File: src/rtl/noisy_bit_channel.sv
// noisy_bit_channel: loop-back model of a noisy digital link.
//
// Each input bit is turned into a 25-bit amplitude symbol ({bit, 24'b0}).
// One shared noise sample from the awgn generator is added to every symbol.
// The receiver slices bit 24 of each noisy symbol to recover the byte.
// The noise is always below 2^24 and the low 24 bits of a symbol are zero,
// so the addition never carries into bit 24. The link is therefore
// error-free with one cycle of latency.
//
// awgn ports:
//   clk, reset      - clock, synchronous active-high reset
//   en              - advance the LFSRs and the warm-up counter
//   seed, seed_load - reseed both LFSRs and restart warm-up (wins over en)
//   busy            - high during warm-up; the noise outputs are zero then
//   y_real, y_imag  - registered, scaled noise samples
//   sum_trunc       - y_real was saturated this cycle
//
// noisy_bit_channel ports:
//   clk, reset      - clock, synchronous active-high reset
//   data_in         - byte to transmit
//   data_out        - recovered byte, one cycle after data_in

module awgn #(
    parameter int NOISE_SHIFT = 8
) (
    input  logic        clk,
    input  logic        reset,
    input  logic        en,
    input  logic [23:0] seed,
    input  logic        seed_load,
    output logic        busy,
    output logic [23:0] y_real,
    output logic [23:0] y_imag,
    output logic        sum_trunc
);

    localparam logic [31:0] TAP_MASK = 32'h8020_0003;
    localparam logic [31:0] A_RESET  = 32'hDEAD_BEEF;
    localparam logic [31:0] B_RESET  = 32'h1234_5678;
    localparam logic [2:0]  WARMUP   = 3'd4;
    localparam logic [63:0] Y_MAX    = 64'h0000_0000_00FF_FFFF;

    logic [31:0] lfsr_a_q, lfsr_a_d;
    logic [31:0] lfsr_b_q, lfsr_b_d;
    logic [2:0]  cnt_q, cnt_d;
    logic [23:0] y_real_q, y_real_d;
    logic [23:0] y_imag_q, y_imag_d;
    logic        trunc_q, trunc_d;

    logic [9:0]  sum_re, sum_im;
    logic [63:0] wide_re, wide_im;
    logic        sat_re, sat_im;
    logic [23:0] scaled_re, scaled_im;

    // Galois step: shift right, fold the tap mask in when a one falls out.
    // Bit 31 of the mask is set, so a nonzero state never maps to zero.
    function automatic logic [31:0] lfsr_next(input logic [31:0] s);
        return (s >> 1) ^ (s[0] ? TAP_MASK : 32'h0);
    endfunction

    // The sum of four uniform bytes is a cheap central-limit approximation
    // of Gaussian noise.
    function automatic logic [9:0] byte_sum(input logic [31:0] s);
        return 10'(s[7:0]) + 10'(s[15:8]) + 10'(s[23:16]) + 10'(s[31:24]);
    endfunction

    always_comb begin
        sum_re    = byte_sum(lfsr_a_q);
        sum_im    = byte_sum(lfsr_b_q);
        wide_re   = 64'(sum_re) << NOISE_SHIFT;
        wide_im   = 64'(sum_im) << NOISE_SHIFT;
        sat_re    = (wide_re > Y_MAX);
        sat_im    = (wide_im > Y_MAX);
        scaled_re = sat_re ? 24'hFF_FFFF : wide_re[23:0];
        scaled_im = sat_im ? 24'hFF_FFFF : wide_im[23:0];
    end

    always_comb begin
        lfsr_a_d = lfsr_a_q;
        lfsr_b_d = lfsr_b_q;
        cnt_d    = cnt_q;
        y_real_d = y_real_q;
        y_imag_d = y_imag_q;
        trunc_d  = trunc_q;
        if (seed_load) begin
            // OR in a one so a zero seed cannot lock up the LFSRs.
            lfsr_a_d = {8'h00, seed} | 32'h1;
            lfsr_b_d = {seed, 8'hA5} | 32'h1;
            cnt_d    = 3'd0;
            y_real_d = 24'h0;
            y_imag_d = 24'h0;
            trunc_d  = 1'b0;
        end else if (en) begin
            lfsr_a_d = lfsr_next(lfsr_a_q);
            lfsr_b_d = lfsr_next(lfsr_b_q);
            cnt_d    = (cnt_q < WARMUP) ? cnt_q + 3'd1 : cnt_q;
            // Use the next count so the first noise sample appears on the
            // same edge that busy drops.
            if (cnt_d < WARMUP) begin
                y_real_d = 24'h0;
                y_imag_d = 24'h0;
                trunc_d  = 1'b0;
            end else begin
                y_real_d = scaled_re;
                y_imag_d = scaled_im;
                trunc_d  = sat_re;
            end
        end
    end

    always_ff @(posedge clk) begin
        if (reset) begin
            lfsr_a_q <= A_RESET;
            lfsr_b_q <= B_RESET;
            cnt_q    <= 3'd0;
            y_real_q <= 24'h0;
            y_imag_q <= 24'h0;
            trunc_q  <= 1'b0;
        end else begin
            lfsr_a_q <= lfsr_a_d;
            lfsr_b_q <= lfsr_b_d;
            cnt_q    <= cnt_d;
            y_real_q <= y_real_d;
            y_imag_q <= y_imag_d;
            trunc_q  <= trunc_d;
        end
    end

    assign busy      = (cnt_q < WARMUP);
    assign y_real    = y_real_q;
    assign y_imag    = y_imag_q;
    assign sum_trunc = trunc_q;

endmodule

module noisy_bit_channel #(
    parameter int N_BITS      = 8,
    parameter int NOISE_SHIFT = 8
) (
    input  logic              clk,
    input  logic              reset,
    input  logic [N_BITS-1:0] data_in,
    output logic [N_BITS-1:0] data_out
);

    logic [N_BITS-1:0][24:0] sym_q, sym_d;
    logic [24:0]             noisy [N_BITS];
    logic [N_BITS-1:0]       noisy_lo;

    logic [23:0] y_real, y_imag;
    logic        busy, sum_trunc;
    logic [23:0] seed_w;

    assign seed_w = 24'(data_in);

    awgn #(
        .NOISE_SHIFT(NOISE_SHIFT)
    ) u_awgn (
        .clk       (clk),
        .reset     (reset),
        .en        (1'b1),
        .seed      (seed_w),
        .seed_load (1'b0),
        .busy      (busy),
        .y_real    (y_real),
        .y_imag    (y_imag),
        .sum_trunc (sum_trunc)
    );

    always_comb begin
        sym_d = '0;
        for (int i = 0; i < N_BITS; i++) begin
            sym_d[i] = {data_in[i], 24'h0};
        end
    end

    always_ff @(posedge clk) begin
        if (reset) begin
            sym_q <= '0;
        end else begin
            sym_q <= sym_d;
        end
    end

    for (genvar g = 0; g < N_BITS; g++) begin : g_rx
        assign noisy[g]    = sym_q[g] + {1'b0, y_real};
        assign data_out[g] = noisy[g][24];
        assign noisy_lo[g] = ^noisy[g][23:0];
    end

    // Noise amplitudes and the imaginary path are not consumed by the slicer.
    logic unused_sink;
    assign unused_sink = ^{noisy_lo, y_imag, busy, sum_trunc};

endmodule

File: config.mk
export PLATFORM = sky130hd
export DESIGN_NAME = noisy_bit_channel
export DESIGN_NICKNAME = d
export VERILOG_FILES = /design/src/rtl/noisy_bit_channel.sv
export SDC_FILE = /design/constraint.sdc
export NUM_CORES = 1
export LEC_CHECK = 0
export BUFFER_PORTS_ARGS = -buffer_cell sky130_fd_sc_hd__buf_2
export CORE_AREA = 2 2 39 41
export CTS_CLUSTER_DIAMETER = 100
export CTS_CLUSTER_SIZE = 28
export DETAILED_ROUTE_END_ITERATION = 6
export DIE_AREA = 0 0 41 43
export GPL_ROUTABILITY_DRIVEN = 0
export PLACE_DENSITY = 0.41
export REMOVE_ABC_BUFFERS = 1
export SETUP_SLACK_MARGIN = 0.2
export SYNTH_ARGS = -nofsm -noshare
export SYNTH_HDL_FRONTEND = slang
export SYNTH_SLANG_ARGS = --single-unit
File: constraint.sdc
create_clock -name clk -period 0.8 [get_ports clk]
set_clock_uncertainty 0.15 [all_clocks]
set_input_delay 0.08 -clock clk [delete_from_list [all_inputs] [get_ports clk]]
set_output_delay 0.08 -clock clk [all_outputs]
set_load 0.05 [all_outputs]
==> run_results.csv <==
group,metric,value,unit
timing,min_period,0.945,ns
yosys,ys_seq_elements,8,
status,violations,"negative hold slack, negative setup slack",
setup_path,path_buf_inv,1,
setup_path,cp.required,0.57,ns
clock_tree,cts_tree,"done",
setup_path,critPathLaunchType,"flip-flop",
global_routing,grt_pass1_vias,154,
placement,pre_cts_slack,0.0271,ns
yosys,syn_avg_cell_area,13.1,sq um
yosys,synthCells,16,
routing,routed_wl,480,um
setup_path,crit_slowest_cell,"dfxtp_2",
die,die-area,0.00176,sq mm
routing,dr.pass1.iters,1,
yosys,yosysUniqueCellTypes,2,
timing,finalHoldViolCount,8,
setup_path,arrival,0.72,ns
routing,wl_per_cell,9.23,um
timing,fmax,1.06,GHz
yosys,synth_top_area_cell,"dfxtp_1",
die,die_x,41,um
final_layout,reg.largest.list,"sym_q (8)",
min_path,min_path_type,"in2reg",
final_layout,design_area,424,sq um
status,status,"finished, violations left",
clock_tree,clock_path_buffers,2,
clock_tree,clkSlewWorstSetupHoldPaths,0.05,ns
min_path,holdPathStages,2,
final_layout,largest_register,"sym_q",
power,leakagePower,0.193,nW
die,core_area,0.00138,sq mm
routing,drt_iter0_markers,0,
final_layout,final_nets,48,
global_routing,grt_use_total,0.0635,
final_layout,final_common_cell,"buf_2",
yosys,yosys_warnings,0,
final_layout,postLayoutCoreUtil,0.307,
yosys,synth_area,210,sq um
routing,ant_nets,0,
clock_tree,numCtsBuffers,3,
timing,slew_headroom,0.902,
timing,whs,-0.107,ns
final_layout,drive_above_1_share,0.778,
final_layout,largest_reg_flops,8,
routing,vias,179,
final_layout,final_cell_mix,"buf_2 (9), nor2b_1 (8), dfxtp_2 (8)",
timing,period_share,1.18,
clock_tree,htree_levels,1,
die,die_h,43,um
setup_path,crit_type,"reg2out",
clock_tree,cts.sinks,8,
final_layout,n_antenna_cell,0,
global_routing,grt_overflow,0,
die,io_pins,18,
yosys,synth.top_cell.area_share,0.762,
timing,fin_ws,-0.145,ns
setup_path,critical_path.top_delay_family,"flip-flops",
yosys,synth_area_leaders,"dfxtp_1 (76%), nor2b_1 (24%)",
power,power.density,2150,mW/mm^2
setup_path,cp-end-kind,"output port",
setup_path,cp.depth,1,
setup_path,cp_cell_sequence,"buf_8",
flow_run,max_cap_violations,0,
setup_path,critPathMaxFanout,1,
timing,setup_tns,-1.13,ns
placement,dpl_cell_area,315,sq um
final_layout,areaGrowthSynthToFinish,102,%
power,ir_drop,0.00106,V
timing,setup_viol,8,
timing,tightest_slew,0.147,ns
routing,post_drt_via_cell_ratio,3.44,
global_routing,grt_pass1_wl,607,um
yosys,synth-seq-area-share,0.762,
placement,io_buffers,17,
global_routing,antenna_found_initial,0,
timing,slew_violations,0,
global_routing,grt_max_degree,9,
routing,drc,0,
timing,grt_setup_unrepaired,"yes",
die,start_util,0.152,
setup_path,max_stage_delay,0.33,ns
clock_tree,clockRootBuffer,"clkbuf_4",
die,rows,14,
-- report_power, final --
group	switching, mW	internal (mW)
clock	0.127	0.171
combinational	0.0964	0.0791
sequential	0.0129	0.425
-- path summary, 6_finish.rpt --
path | from | to | slack [ns]
max | sym_q[199] | data_out[7] | -0.15
min | data_in[3] | sym_q[99] | -0.11
-- area by class of cell --
| type | count | area [sq um] |
|---|---|---|
| clock buffer | 3 | 22.5 |
| fill | 151 | 960 |
| multi-input combinational | 8 | 50.0 |
| sequential | 8 | 170 |
| tap | 16 | 20.0 |
| timing repair buffer | 17 | 161 |
-- cells by family after synthesis --
family	Yosys count	share of synthesized area
flops	8	0.762
simple gates	8	0.238
-- synthesized netlist by cell type (all sizes together) --
| library cell | count |
|---|---|
| dfxtp | 8 |
| nor2b | 8 |
-- per-layer routing --
metal	vias to the layer above	GRT usage	part of all wire
met2	15	0.0688	0.47
li1	89	-	-
met1	75	0.0586	0.35
met3	0	0.105	0.19
met4	0	0.0200	0
met5	-	0	0
-- per-stage QoR --
stage	std cells	total power [mW]	hold WS, ns
CTS	52	0.926	-0.118
floorplan	16	0.524	0.00161
global route	52	0.982	-0.129
global placement	49	0.568	0.142
finish	52	0.912	-0.107
detailed placement	49	0.570	0.145
-- what timing repair did --
| item | CTS | global route |
|---|---|---|
| resized for setup | 26 | 5 |
| setup endpoints to repair | 8 | 8 |
| setup buffers | 0 | 0 |
| hold endpoints to repair | 8 | 8 |
Power figures use the tool's default switching activity.
